--- config.mk ---
export PLATFORM = sky130hd
export DESIGN_NAME = dm_load_unit
export DESIGN_NICKNAME = d
export VERILOG_FILES = /design/src/rtl/dm_load_unit_pkg.sv /design/src/rtl/dm_load_unit_load_extend.sv /design/src/rtl/dm_load_unit.sv
export SDC_FILE = /design/constraint.sdc
export NUM_CORES = 1
export LEC_CHECK = 0
export CAP_MARGIN = 30
export CORE_MARGIN = 2
export CORE_UTILIZATION = 40
export DETAILED_ROUTE_END_ITERATION = 8
export HOLD_SLACK_MARGIN = 0.15
export PLACE_DENSITY = 0.86
export REMOVE_ABC_BUFFERS = 1
export SETUP_SLACK_MARGIN = 0.1
export SYNTH_ARGS = -nofsm -noshare
export SYNTH_HDL_FRONTEND = slang
export SYNTH_SLANG_ARGS = --single-unit
--- constraint.sdc ---
create_clock -name clk -period 6.35 [get_ports clk]
set_input_delay 1.5875 -clock clk [delete_from_list [all_inputs] [get_ports clk]]
set_output_delay 1.5875 -clock clk [all_outputs]
set_load 0.02 [all_outputs]
--- src/rtl/dm_load_unit_pkg.sv ---
// dm_load_unit_pkg: load opcodes, FSM states and byte-enable encodings shared by load/store paths.
package dm_load_unit_pkg;
    localparam logic [5:0] OP_LB  = 6'b100000;
    localparam logic [5:0] OP_LBU = 6'b100100;
    localparam logic [5:0] OP_LH  = 6'b100001;
    localparam logic [5:0] OP_LHU = 6'b100101;
    localparam logic [5:0] OP_LW  = 6'b100011;
    localparam logic [3:0] BE_WORD    = 4'b1111;
    localparam logic [3:0] BE_LO_HALF = 4'b0011;
    localparam logic [3:0] BE_HI_HALF = 4'b1100;
    localparam logic [3:0] BE_BYTE0   = 4'b0001;
    typedef enum logic {S_IDLE = 1'b0, S_WAIT = 1'b1} state_t;
    function automatic logic is_load(input logic [5:0] op);
        return op inside {OP_LB, OP_LBU, OP_LH, OP_LHU, OP_LW};
    endfunction
    function automatic logic is_half(input logic [5:0] op);
        return op == OP_LH || op == OP_LHU;
    endfunction
    function automatic logic is_misaligned(input logic [5:0] op, input logic [1:0] off);
        return (op == OP_LW && off != 2'b00) || (is_half(op) && off[0]);
    endfunction
    function automatic logic [3:0] load_be(input logic [5:0] op, input logic [1:0] off);
        return op == OP_LW ? BE_WORD : is_half(op) ? (off[1] ? BE_HI_HALF : BE_LO_HALF) : BE_BYTE0 << off;
    endfunction
endpackage

--- src/rtl/dm_load_unit_load_extend.sv ---
// load_extend: selects the addressed byte/halfword of a read word and sign- or zero-extends it.
module load_extend
    import dm_load_unit_pkg::*;
(
    input  logic [5:0]  i_op,
    input  logic [1:0]  i_off,
    input  logic [31:0] i_word,
    output logic [31:0] o_data
);
    logic [7:0]  w_byte;
    logic [15:0] w_half;
    assign w_byte = i_word[8*i_off +: 8];
    assign w_half = i_off[1] ? i_word[31:16] : i_word[15:0];
    assign o_data = (i_op == OP_LB)  ? {{24{w_byte[7]}}, w_byte} :
                    (i_op == OP_LBU) ? {24'b0, w_byte} :
                    (i_op == OP_LH)  ? {{16{w_half[15]}}, w_half} :
                    (i_op == OP_LHU) ? {16'b0, w_half} : i_word;
endmodule

--- src/rtl/dm_load_unit.sv ---
// dm_load_unit: M-stage load path; issues word reads, stalls until ack or timeout, returns extended data to W.
module dm_load_unit
    import dm_load_unit_pkg::*;
#(
    parameter int TIMEOUT = 255
) (
    input  logic        clk,
    input  logic        reset,
    input  logic [31:0] instr_m,
    input  logic [31:0] addr_m,
    input  logic        valid_m,
    input  logic        flush_m,
    output logic        mem_req,
    output logic [31:0] mem_addr,
    output logic [3:0]  mem_be,
    input  logic        mem_ack,
    input  logic [31:0] mem_rdata,
    output logic        stall,
    output logic [31:0] load_data_w,
    output logic        load_valid_w,
    output logic        misalign_exc,
    output logic        bus_err
);
    state_t      r_state;
    logic        r_req, r_valid, r_mis, r_berr, r_discard;
    logic [31:0] r_addr, r_data;
    logic [3:0]  r_be;
    logic [5:0]  r_op;
    logic [1:0]  r_off;
    logic [7:0]  r_cnt;
    logic [5:0]  w_op;
    logic        w_load, w_mis, w_issue, w_tmo, w_wait, w_unused;
    logic [31:0] w_ext;

    assign w_op     = instr_m[31:26];
    assign w_unused = ^instr_m[25:0];
    assign w_load   = valid_m && !flush_m && is_load(w_op);
    assign w_mis    = w_load && is_misaligned(w_op, addr_m[1:0]);
    assign w_issue  = w_load && !w_mis;
    assign w_wait   = r_state == S_WAIT;
    assign w_tmo    = r_cnt == 8'(TIMEOUT - 1) && !mem_ack;
    // Releasing stall on ack lets the load leave M on the same edge its data is captured.
    assign stall = !reset && ((!w_wait && w_issue) || (w_wait && !mem_ack && !w_tmo));

    assign mem_req      = r_req;
    assign mem_addr     = r_addr;
    assign mem_be       = r_be;
    assign load_data_w  = r_data;
    assign load_valid_w = r_valid;
    assign misalign_exc = r_mis;
    assign bus_err      = r_berr;

    load_extend u_ext (.i_op(r_op), .i_off(r_off), .i_word(mem_rdata), .o_data(w_ext));

    always_ff @(posedge clk or posedge reset) begin
        if (reset) begin
            r_state   <= S_IDLE;
            r_req     <= 1'b0;
            r_addr    <= '0;
            r_be      <= '0;
            r_op      <= '0;
            r_off     <= '0;
            r_cnt     <= '0;
            r_discard <= 1'b0;
            r_data    <= '0;
            r_valid   <= 1'b0;
            r_mis     <= 1'b0;
            r_berr    <= 1'b0;
        end else begin
            r_valid <= 1'b0;
            r_mis   <= 1'b0;
            r_berr  <= 1'b0;
            if (!w_wait) begin
                if (w_mis) begin
                    r_mis <= 1'b1;
                end else if (w_issue) begin
                    r_state   <= S_WAIT;
                    r_req     <= 1'b1;
                    r_addr    <= {addr_m[31:2], 2'b00};
                    r_be      <= load_be(w_op, addr_m[1:0]);
                    r_op      <= w_op;
                    r_off     <= addr_m[1:0];
                    r_cnt     <= '0;
                    r_discard <= 1'b0;
                end
            end else begin
                r_cnt <= r_cnt + 8'd1;
                if (flush_m) r_discard <= 1'b1;
                if (mem_ack) begin
                    r_state <= S_IDLE;
                    r_req   <= 1'b0;
                    if (!r_discard && !flush_m) begin
                        r_data  <= w_ext;
                        r_valid <= 1'b1;
                    end
                end else if (w_tmo) begin
                    r_state <= S_IDLE;
                    r_req   <= 1'b0;
                    r_berr  <= 1'b1;
                    r_data  <= '0;
                end
            end
        end
    end
endmodule

# Word level (Yosys, flattened, before mapping)
# Index checks and enable logic that the tools add are counted.
# Widths: inputs -> output; s select.
totals:
  register_bits: 88
  inputBits: 101
  word_cells: 98
  out_inout_bits: 73
op_classes:
  eq_ne: 14
  n_reduce_logical: 31
  shift: 2
  mux: 36
  n_bitwise: 2
  add_sub_neg: 1
ops:
  columns: ["op", "count"]
  rows:
  - ["$mux 32", 7]
  - ["$eq 6x6->1 const B", 9]
  - ["$shiftx 32x6->8", 1]
  - ["$mux 8", 3]
  - ["$mux 1", 22]
  - ["$mux 16", 1]
  - ["$logic_and 1x1->1", 12]
  - ["$mux 4", 3]
  - ["$reduce_and 3->1", 4]
  - ["$add 8x1->8 const B", 1]
  - ["$eq 8x8->1 const B", 1]
  - ["$logic_not 1->1", 7]
  - ["$reduce_bool 2->1", 3]
  - ["$reduce_bool 5->1", 1]
  - ["$ne 2x2->1 const B", 2]
  - ["$shl 1x2->4 const A", 1]
  - ["$logic_or 1x1->1", 3]
  - ["$ne 3x2->1 const B", 1]
  - ["$ne 2x1->1 const B", 1]
  - ["$not 1->1", 2]
  - ["$reduce_and 2->1", 1]

# Depth between registers and ports, before layout
logic_depth:
  depth_word: 10
  depth_mapped: 7

# Modules after synthesis
# A second synthesis with hierarchy kept.
unflattened:
  cells_unflattened: 440
  area_unflattened_um2: 4518.1
modules_own_cells:
  columns: ["mod", "instances", "area_each_um2", "cells_per_inst"]
  rows:
  - ["dm_load_unit", 1, 3601.0, 314]
  - ["load_extend", 1, 917.1, 126]

# Worst setup path after synthesis
# Ideal clock, no wire load.
synth_path:
  path_type: "input -> output"
  from: "in instr_m[30]"
  to: "out stall"
  stages: 3
  arrival_ns: 2.665
  slack_ns: 2.097
  n_path_buf: 0
  required_time_ns: 4.762
  path_cell_list: "nor3b_1 > nand4b_1 > a21oi_1"
synth_via:
  elab_chain_len: 10
synth_lines:
  columns: ["item", "line_no", "rtl"]
  rows:
  - ["from (decl)", "dm_load_unit.sv:9", "input logic [31:0] instr_m,"]
  - ["parallel branches: the longest is 6 deep, another holds $eq 6x6->1", null, null]
  - ["$logic_and 1x1->1 *", "dm_load_unit.sv:39", "assign w_issue = w_load && !w_mis;"]
  - ["$logic_and 1x1->1 *", "dm_load_unit.sv:43", "assign stall = !reset && ((!w_wait && w_issue) || (w_wait && !mem_ack && !w_tmo));"]
  - ["$logic_or 1x1->1 *", "dm_load_unit.sv:43", null]
  - ["$logic_and 1x1->1 *", "dm_load_unit.sv:43", null]
  - ["to (decl)", "dm_load_unit.sv:18", "output logic stall,"]
# Every way passes the cells marked *.

# Final worst setup path
layout_path:
  from: "in instr_m[26]"
  to: "out stall"
# The elaborated chain is that of the path after synthesis.

==> impl_results.md <==
- Num ports: 174
- Clk buf depth: 2
- Post-CTS setup buffer count: 0
- VDD IR max: 0.1722 mV
- Hpwl dp: 7876 µm
- GRT overflow: 0
- Crit path max fanout: 5
- Post-synth ARST share: 100.0%
- #FFs+latches synth: 88
- Cell variety after synth: 47
- # clock sinks: 88
- Hold Slack: 0.4917 ns
- Synth-to-Final Area Change: 40.69%
- Worst slew pin tran: 1.039 ns
- Tot GR Track Use: 19.98%
- Initial antenna violation count: 0
- Die Height: 107.3 µm
- Final min period: 5.178 ns
- Pwr Total: 1.785 mW
- Most frequent cells in the layout: clkdlybuf4s50_1, dfrtp_1, mux2_2, nor2_1, a21oi_1
- Final Setup Violations: 0
- Cell area power density: 297.4 nW/µm²
- Multi-input gate area: 1907 µm²
- Worst Path Required: 4.76 ns
- Post-synthesis mux area share: 15.61%
- IO buf count: 145
- RSZ-0062 raised after global routing: no
- Reg area: 2202 µm²
- Ratio of cells with drive above 1 in the final layout: 14.40%
- Placer Congestion: 0.7946
- Syn_area_per_cell: 11.69 µm²
- Num CTS Buffers: 9
- FP Rows: 37
- Routed WL per cell: 17.49 µm
- Drt first-iter violations: 209
- Sequential fraction of the synthesis area: 51.63%
- Crit share post-route: 81.55%
- Commonest non-fill, non-tap cell in the layout: clkdlybuf4s50_1
- Vias in the first global route: 3,598
- Max Fclk: 193.1 MHz
- CTS Root Cell: clkbuf_8
- Fin nets: 606
- Ys Warns: 0
- Global-route wire length before repair: 18,040 µm
- Worst-Skew Late Latency: 0.35 ns
- Slew Viols, Final: 0
- DRT Wirelength: 11,250 µm
- Clock skew: 0.01475 ns
- Worst Setup Path Type: input port to primary output
- CTS tree: yes
- # diodes: 0
- Core area: 10,320 µm²
- Crit. End Element: primary output
- Slew HR: 30.75%
- Vias: 3,485
- Clock transition at the registers of the reported paths: 0.07 ns
- Simple-Gate Fraction of Synth Area: 11.82%
- CTS Hold Buffers Added: 0
- Leakage: 2.509 nW
- Post-route setup TNS: 0 ns
- Synth Area in Compound Gates: 16.08%
- Largest net degree at the start of global routing: 47
- Length of the first detailed-routing pass in iterations: 4
- XOR/XNOR Fraction of Synth Area: 0.2053%
- Post-synth EDFFs: 0
- Initial Utilization: 41.32%
- Antenna viol nets, final: 0
- Synth Instances: 365
- Largest family of logic cells by synthesized area: compound AO/OA/AOI/OAI gates
- Worst hold path class: flop to flop
- Critical path launch point type: input port
- # DRC: 0
- Status: complete, no violations
- Endpoints failing hold: 0
- Adder-Cell Fraction of Synth Area: 0.5867%
- Number of gates resized after CTS: 0
- Filler Cell Count: 859
- Vias/cell: 5.420
- Max_cap viols: 0
- Die Width: 107.3 µm
- Main flop type after synthesis: dfrtp_1
- Post-Syn Area: 4265 µm²
- Die ar.: 11,510 µm²
- Arr. time, crit path: 3.59 ns
- Htree depth: 3
-- cell usage after synthesis, types with 4 or more instances --
library cell	number	share of area [%]
dfrtp_1	88	52
mux2_2	39	10
nor2_1	30	2.6
a21oi_1	27	3.2
o2bb2ai_1	19	3.9
nor3_1	17	2.0
o21ai_0	16	1.9
clkbuf_1	12	1.1
nand2_1	11	0.97
nand2b_1	10	1.5
a22o_1	9	1.8
a32o_1	7	1.6
mux4_1	7	4.3
buf_4	6	1.1
o22ai_1	6	0.88
and2_1	5	0.73
or2_2	5	0.73
buf_2	4	0.47
inv_1	4	0.35
nand3_1	4	0.47
-- state kept, by name (all words and copies together) (netlist names), 2 cells and up --
name / flops
load_data_w: 32
r_cnt: 8
mem_be: 4
mem_addr: 30
r_off: 2
r_op: 6
-- worst paths after layout --
check                                startpoint                     endpoint  slack [ns]  cells past startpoint
hold reg to reg             r_op[5]$_DFFE_PP0P_          r_op[5]$_DFFE_PP0P_        0.49                      1
setup reg to reg           r_off[0]$_DFFE_PP0P_  load_data_w[21]$_DFFE_PP0P_        3.98                      4
hold / removal              r_op[5]$_DFFE_PP0P_          r_op[5]$_DFFE_PP0P_        0.49                      1
min in group asynchronous                 reset         r_cnt[1]$_DFFE_PP0P_        1.69                      2
max in group asynchronous                 reset          r_op[5]$_DFFE_PP0P_        3.59                      3
setup / recovery                    instr_m[26]                        stall        1.17                      6
-- logic make-up (layout without fill, tap and decap cells) --
logic type / count (synthesis) / count (layout)
simple gates: 97 / 97
compound gates: 95 / 95
flops: 88 / 88
mux: 49 / 49
buf+inv: 32 / 173
fa+ha+maj: 2 / 2
other cells: 1 / 2
xor+xnor: 1 / 1
-- where the power goes --
group	internal (mW)	switching, mW
sequential	0.671	0.0921
combinational	0.340	0.326
clock	0.162	0.192
-- critical path: stages --
cell,delay (ns)
clkdlybuf4s50_1,0.58
nand2b_1,0.08
a21oi_1,0.27
nand4b_1,0.26
a21oi_1,0.20
clkdlybuf4s50_1,0.62
-- cell type report --
| class | instances | area share (%) |
|---|---|---|
| Sequential cell | 88 | 36.70 |
| Tap cell | 136 | 2.836 |
| Multi-Input combinational cell | 246 | 31.78 |
| Clock inverter | 2 | 0.2502 |
| Clock buffer | 13 | 2.648 |
| Timing Repair Buffer | 153 | 25.46 |
| Inverter | 5 | 0.3336 |
-- through the flow --
step	instance area, µm²	utilization, %	std cells	worst slack (ns)
3_3_place_gp	5796	56.14	626	1.243
5_1_grt	6001	58.13	643	0.9903
2_1_floorplan	4118	-	339	2.097
3_5_place_dp	5807	56.25	627	1.202
4_1_cts	5981	57.93	642	1.190
6_report	6001	58.13	643	1.172
-- metal layers --
metal	global-route usage (%)	vias up	share of wire, %
li1	-	1624	-
met1	25.61	1735	41
met2	33.36	116	52
met3	3.571	10	5.5
met4	8.256	0	1.1
met5	0	-	0
No activity file was read; power rests on OpenSTA's default activity.
